<file path="config.mk">
export PLATFORM = sky130hd
export DESIGN_NAME = gb_voice_alloc
export DESIGN_NICKNAME = d
export VERILOG_FILES = /design/src/rtl/gbmidi_pkg.sv /design/src/rtl/gb_voice_ranker.sv /design/src/rtl/gb_voice_alloc.sv
export SDC_FILE = /design/constraint.sdc
export NUM_CORES = 1
export LEC_CHECK = 0
export ABC_CLOCK_PERIOD_IN_PS = 4430
export BUFFER_PORTS_ARGS = -buffer_cell sky130_fd_sc_hd__buf_2
export CAP_MARGIN = 20
export CORE_MARGIN = 4
export CORE_UTILIZATION = 55
export DETAILED_ROUTE_END_ITERATION = 16
export PLACE_DENSITY_LB_ADDON = 0.12
export SYNTH_ARGS = -nofsm -noshare
export SYNTH_HDL_FRONTEND = slang
export SYNTH_SLANG_ARGS = --single-unit
</file>
<file path="constraint.sdc">
create_clock -name clk_sys -period 4.43 [get_ports clk_sys]
set_input_delay 0.886 -clock clk_sys [delete_from_list [all_inputs] [get_ports clk_sys]]
set_output_delay 0.886 -clock clk_sys [all_outputs]
set_load 0.05 [all_outputs]
</file>
<file path="src/rtl/gbmidi_pkg.sv">
// Shared widths, default voice count and allocator FSM states.
package gbmidi_pkg;
   localparam int NV     = 8;
   localparam int NOTE_W = 7;
   localparam int VEL_W  = 7;

   typedef enum logic [1:0] {
      ST_IDLE   = 2'd0,
      ST_SCAN   = 2'd1,
      ST_COMMIT = 2'd2
   } state_t;
endpackage

</file>
<file path="src/rtl/gb_voice_ranker.sv">
// Age-rank update: the allocated voice becomes youngest (rank 0) and every
// voice that was younger than it ages by one, keeping ranks a permutation.
module gb_voice_ranker #(
   parameter int NV = 8,
   parameter int AW = 3
) (
   input  logic [NV-1:0][AW-1:0] rank_in,
   input  logic [AW-1:0]         alloc_idx,
   output logic [NV-1:0][AW-1:0] rank_out
);
   logic [AW-1:0] alloc_rank;

   assign alloc_rank = rank_in[alloc_idx];

   // Combinational rank shuffle around the allocated voice.
   always_comb begin
      rank_out = rank_in;
      for (int i = 0; i < NV; i++) begin
         if (AW'(i) == alloc_idx) begin
            rank_out[i] = '0;
         end else if (rank_in[i] < alloc_rank) begin
            rank_out[i] = rank_in[i] + AW'(1);
         end
      end
   end
endmodule

</file>
<file path="src/rtl/gb_voice_alloc.sv">
// Polyphonic voice allocator: latches one note event, scans one voice per
// cycle for match/free/oldest candidates, then commits in a single cycle.
module gb_voice_alloc
   import gbmidi_pkg::*;
#(
   parameter int NV = gbmidi_pkg::NV,
   parameter int AW = $clog2(NV)
) (
   input  logic                 clk_sys,
   input  logic                 reset_n,
   input  logic                 ev_valid,
   output logic                 ev_ready,
   input  logic                 ev_on,
   input  logic [NOTE_W-1:0]    ev_note,
   input  logic [VEL_W-1:0]     ev_vel,
   input  logic [NV-1:0]        voice_en,
   input  logic                 all_off,
   output logic [NV*NOTE_W-1:0] voice_note,
   output logic [NV*VEL_W-1:0]  voice_vel,
   output logic [NV-1:0]        voice_gate,
   output logic [NV-1:0]        voice_trig,
   output logic                 steal,
   output logic                 drop,
   output state_t               fsm_state
);
   state_t                   state;
   logic                     alive;
   logic [AW-1:0]            scan_idx;
   logic                     ev_on_q;
   logic [NOTE_W-1:0]        ev_note_q;
   logic [VEL_W-1:0]         ev_vel_q;
   logic                     match_found, free_found, old_found;
   logic [AW-1:0]            match_idx, free_idx, old_idx, old_rank;
   logic [NV-1:0]            gate_q, trig_q;
   logic                     steal_q, drop_q;
   logic [NV-1:0][NOTE_W-1:0] note_q;
   logic [NV-1:0][VEL_W-1:0]  vel_q;
   logic [NV-1:0][AW-1:0]    age_q, age_next;
   logic                     eff_on, sel_valid, sel_steal, last_voice;
   logic [AW-1:0]            sel_idx;

   // Handshake: an event transfers on a clk_sys edge where ev_valid and
   // ev_ready are both 1; ev_ready is high only while idle, out of reset,
   // and not being overridden by all_off. ev_valid must hold until then.
   assign ev_ready   = alive && (state == ST_IDLE) && !all_off;
   assign eff_on     = ev_on_q && (ev_vel_q != '0);
   assign last_voice = (scan_idx == AW'(NV - 1));

   assign voice_note = note_q;
   assign voice_vel  = vel_q;
   assign voice_gate = gate_q;
   assign voice_trig = trig_q;
   assign steal      = steal_q;
   assign drop       = drop_q;
   assign fsm_state  = state;

   // Note-on target priority: retrigger a matching voice, else a free one, else steal the oldest.
   always_comb begin
      sel_idx   = match_idx;
      sel_valid = 1'b0;
      sel_steal = 1'b0;
      if (match_found) begin
         sel_valid = 1'b1;
      end else if (free_found) begin
         sel_idx   = free_idx;
         sel_valid = 1'b1;
      end else if (old_found) begin
         sel_idx   = old_idx;
         sel_valid = 1'b1;
         sel_steal = 1'b1;
      end
   end

   gb_voice_ranker #(.NV(NV), .AW(AW)) u_ranker (
      .rank_in   (age_q),
      .alloc_idx (sel_idx),
      .rank_out  (age_next)
   );

   // Allocator FSM plus all per-voice state; pulses default low every cycle.
   always_ff @(posedge clk_sys or negedge reset_n) begin
      if (!reset_n) begin
         state       <= ST_IDLE;
         alive       <= 1'b0;
         scan_idx    <= '0;
         ev_on_q     <= 1'b0;
         ev_note_q   <= '0;
         ev_vel_q    <= '0;
         match_found <= 1'b0;
         free_found  <= 1'b0;
         old_found   <= 1'b0;
         match_idx   <= '0;
         free_idx    <= '0;
         old_idx     <= '0;
         old_rank    <= '0;
         gate_q      <= '0;
         trig_q      <= '0;
         steal_q     <= 1'b0;
         drop_q      <= 1'b0;
         note_q      <= '0;
         vel_q       <= '0;
         for (int i = 0; i < NV; i++) age_q[i] <= AW'(i);
      end else begin
         alive   <= 1'b1;
         trig_q  <= '0;
         steal_q <= 1'b0;
         drop_q  <= 1'b0;
         if (all_off) begin
            // Panic: silence everything and drop whatever event was in flight.
            gate_q <= '0;
            state  <= ST_IDLE;
         end else begin
            case (state)
               ST_IDLE: begin
                  gate_q <= gate_q & voice_en;
                  if (ev_valid && ev_ready) begin
                     ev_on_q     <= ev_on;
                     ev_note_q   <= ev_note;
                     ev_vel_q    <= ev_vel;
                     match_found <= 1'b0;
                     free_found  <= 1'b0;
                     old_found   <= 1'b0;
                     scan_idx    <= '0;
                     state       <= ST_SCAN;
                  end
               end
               ST_SCAN: begin
                  // voice_en is sampled only for the voice under inspection.
                  if (voice_en[scan_idx]) begin
                     if (!match_found && gate_q[scan_idx] &&
                         (note_q[scan_idx] == ev_note_q)) begin
                        match_found <= 1'b1;
                        match_idx   <= scan_idx;
                     end
                     if (!free_found && !gate_q[scan_idx]) begin
                        free_found <= 1'b1;
                        free_idx   <= scan_idx;
                     end
                     if (!old_found || (age_q[scan_idx] > old_rank)) begin
                        old_found <= 1'b1;
                        old_idx   <= scan_idx;
                        old_rank  <= age_q[scan_idx];
                     end
                  end
                  if (last_voice) state <= ST_COMMIT;
                  else            scan_idx <= scan_idx + AW'(1);
               end
               ST_COMMIT: begin
                  if (eff_on) begin
                     if (sel_valid) begin
                        note_q[sel_idx] <= ev_note_q;
                        vel_q[sel_idx]  <= ev_vel_q;
                        gate_q[sel_idx] <= 1'b1;
                        trig_q[sel_idx] <= 1'b1;
                        steal_q         <= sel_steal;
                        age_q           <= age_next;
                     end else begin
                        drop_q <= 1'b1;
                     end
                  end else if (match_found) begin
                     gate_q[match_idx] <= 1'b0;
                  end
                  state <= ST_IDLE;
               end
               default: state <= ST_IDLE;
            endcase
         end
      end
   end
endmodule

</file>
==> reports/metrics.cfg <==
[status]
status=finished clean

[route]
wl_per_cell_um=20.3
vias_per_cell=5.81
antenna_left=0
drt_iter0_drc=473
drt_wl_total_um=25900
vias=7399
drtPass1Iterations=5
drcViolationCount=0

[pwr]
max-vdd-ir-drop_mv=0.333
totalPowerFinal_uw=4820
p_leak_uw=0.00595
p_per_area_nw_per_um2=426

[cells_and_area]
fillers=1350
nets=1083
insertedDiodeCount=0
stdcell_count=1273
syn2layout_area_growth_pct=17.1
drive_gt1_share_pct=35.3
final_area_um2=11300

[synth]
synthTopCellsByCount=nand2_1, dfrtp_1, mux2_2
ys.flop_type=dfrtp_1
synth.distinct_cells=75
synthTopCellsByArea=dfrtp_1, mux2_2, nand2_1
synth-seq-cells=190
ys_seq_area_share_pct=49.4
synth_warnings=0
syn-cell-area_um2=9660
synth.top_cell.area_share_pct=46.1
yosysMostFrequentCell=nand2_1
async_flop_share_pct=100
synth_edf_count=0
synth_nets=935
synth_top_area_cell=dfrtp_1
syn_avg_cell_area_um2=10.9
netlist_instances=887

[global_routing]
grt_pass1_vias=7555
use_met1_pct=35.9
antenna_found_initial=0
grt_max_degree=92
busiest_layer=met2
met3_usage_pct=6.69
grt_pass1_wl_um=41300
grt-ovfl-total=0
grt_use_met2_pct=42.7
grt_use_total_pct=26.6

[floorplan]
die-height_um=141
die_w_um=141
start_util_pct=56.0
io_pins=160
fp.coreArea_um2=17200
die_area_um2=19700
rows=48

[critical_path]
crit_arrival_ns=3.91
crit_path_max_fanout=16
crit_path_start_kind=flop
worstPathCellList=nor2b_1 > or4_1 > nand2_1 > and3_1 > a311oi_1 > a31oi_1 > buf_4 > ha_1 > a41o_1 > a41oi_1 > a21o_1 > nand3_1
cp-end-kind=flop
cp.required_ns=4.80
max_stage_delay_ns=0.63
cpMaxStageDelayCell=or4_1
crit_type=reg -> reg

[sta]
max_freq_mhz=282
finalMaxSlewViolations=0
grt_setup_unrepaired=no
maxSlewHeadroom_pct=44.5
fin_worst_skew_ns=0.0223
tightest_slew_ns=0.831
timing_hold_violations_final=0
final-setup-viol-count=0
tns_ns=0
period_needed_ns=3.54
fin_crit_sh_pct=80.0

[clock_tree]
clkLatencyLatePin_ns=0.45
clkSlewWorstSetupHoldPaths_ns=0.08
clockBufferDepth=2
numCtsBuffers=17
cts_hold_buf=0
clock_sinks=190
root_buffer=clkbuf_16
cts_tree=done
cts_max_level=4
post_cts_resized=0
post-cts-setup-buffers=0

[placement]
io_buffers=159
dp_cells=1241
gp_congestion=0.915
post_dp_cell_area_um2=10700
hpwlAfterDp_um=18400

[job]
maxCapViolCount=0

[hold_path]
hp-class=reg -> reg

==> critical path: cells and delay by family, from the launching register on <==
kind | cells | cell delay (ns)
adders and majority gates | 1 | 0.34
DFF | 1 | 0.55
buffers and inverters | 1 | 0.20
AOI/OAI and AO/OA | 5 | 0.99
and+or+nand+nor | 5 | 1.38
==> cell type report <==
| type | instances | area (µm²) | share of cell area [%] |
|---|---|---|---|
| sequential | 190 | 4770 | 42.2 |
| inverter | 24 | 90.1 | 0.796 |
| timing repair buffer | 178 | 960 | 8.48 |
| tap | 225 | 282 | 2.49 |
| clock inverter | 15 | 186 | 1.65 |
| clock buffer | 17 | 425 | 3.76 |
| multi-input combinational | 624 | 4600 | 40.7 |
==> per-stage QoR <==
stage	hold WS (ns)	utilization, %	setup slack [ns]
3_3_place_gp	0.455	62.1	1.06
2_1_floorplan	0.466	-	0.526
3_5_place_dp	0.456	62.1	0.981
4_1_cts	0.480	65.7	0.961
6_report	0.474	65.7	0.885
5_1_grt	0.509	65.7	0.649
==> registers in the layout, indices dropped and copies added (netlist names), 2 cells and up <==
| name | cells |
|---|---|
| voice_trig | 8 |
| ev_vel_q | 7 |
| ev_note_q | 7 |
| age_q | 24 |
| voice_gate | 8 |
| voice_vel | 56 |
| scan_idx | 3 |
| old_rank | 3 |
| match_idx | 3 |
| fsm_state | 2 |
| old_idx | 3 |
| voice_note | 56 |
| free_idx | 3 |
==> where the power goes <==
part           internal (µW)  switching (µW)
combinational            517             740
clock                    772             799
sequential              1810             178
total                   3100            1720
==> cell families after synthesis <==
group,count (synthesis),share of synthesized area (%)
AND/OR/NAND/NOR,320,14.4
flip-flops,190,49.4
multiplexers,147,19.8
AO/OA/AOI/OAI,124,9.51
buffers and inverters,73,3.06
adder cells (fa/ha/maj),25,3.17
XOR/XNOR,7,0.635
other,1,0.0388
==> layout by cell type (no fill, tap or decap), types with 4 or more instances in the layout <==
cell type and count:
a21oi_1 20, a22o_1 7, a22oi_1 6, a32o_1 5, a32oi_1 4, and2_1 4
buf_2 158, buf_4 18, clkbuf_16 17, clkinv_8 5, dfrtp_1 177, dfstp_2 12
ha_1 21, inv_1 23, mux2_2 99, mux2i_1 21, mux4_2 24, nand2_1 218
nand2b_1 12, nand3_1 8, nor2_1 39, nor2b_1 9, nor3_1 5, o2111ai_1 4
o211ai_1 11, o21a_1 6, o21ai_0 25, o31ai_1 5, xnor2_1 5
==> routing by layer <==
metal	share of wire (%)	wire length [µm]
met5	0	0
met3	7.5	1940
met2	47	12200
met1	43	11200
met4	1.9	503
==> path summary, 6_finish.rpt <==
| check | startpoint | depth (start not counted) | to | slack [ns] |
|---|---|---|---|---|
| worst min-delay path | voice_vel[52]$_DFFE_PN0P_ | 2 | voice_vel[52]$_DFFE_PN0P_ | 0.47 |
| max in group asynchronous | reset_n | 2 | voice_vel[11]$_DFFE_PN0P_ | 3.04 |
| worst max-delay path | match_found$_DFFE_PN0P_ | 12 | age_q[17]$_DFFE_PN1P_ | 0.89 |
| min in group asynchronous | reset_n | 1 | voice_vel[29]$_DFFE_PN0P_ | 0.49 |
| worst min register to register | voice_vel[52]$_DFFE_PN0P_ | 2 | voice_vel[52]$_DFFE_PN0P_ | 0.47 |
| worst max register to register | match_found$_DFFE_PN0P_ | 12 | age_q[17]$_DFFE_PN1P_ | 0.89 |
(Power assumes the default switching activity.)
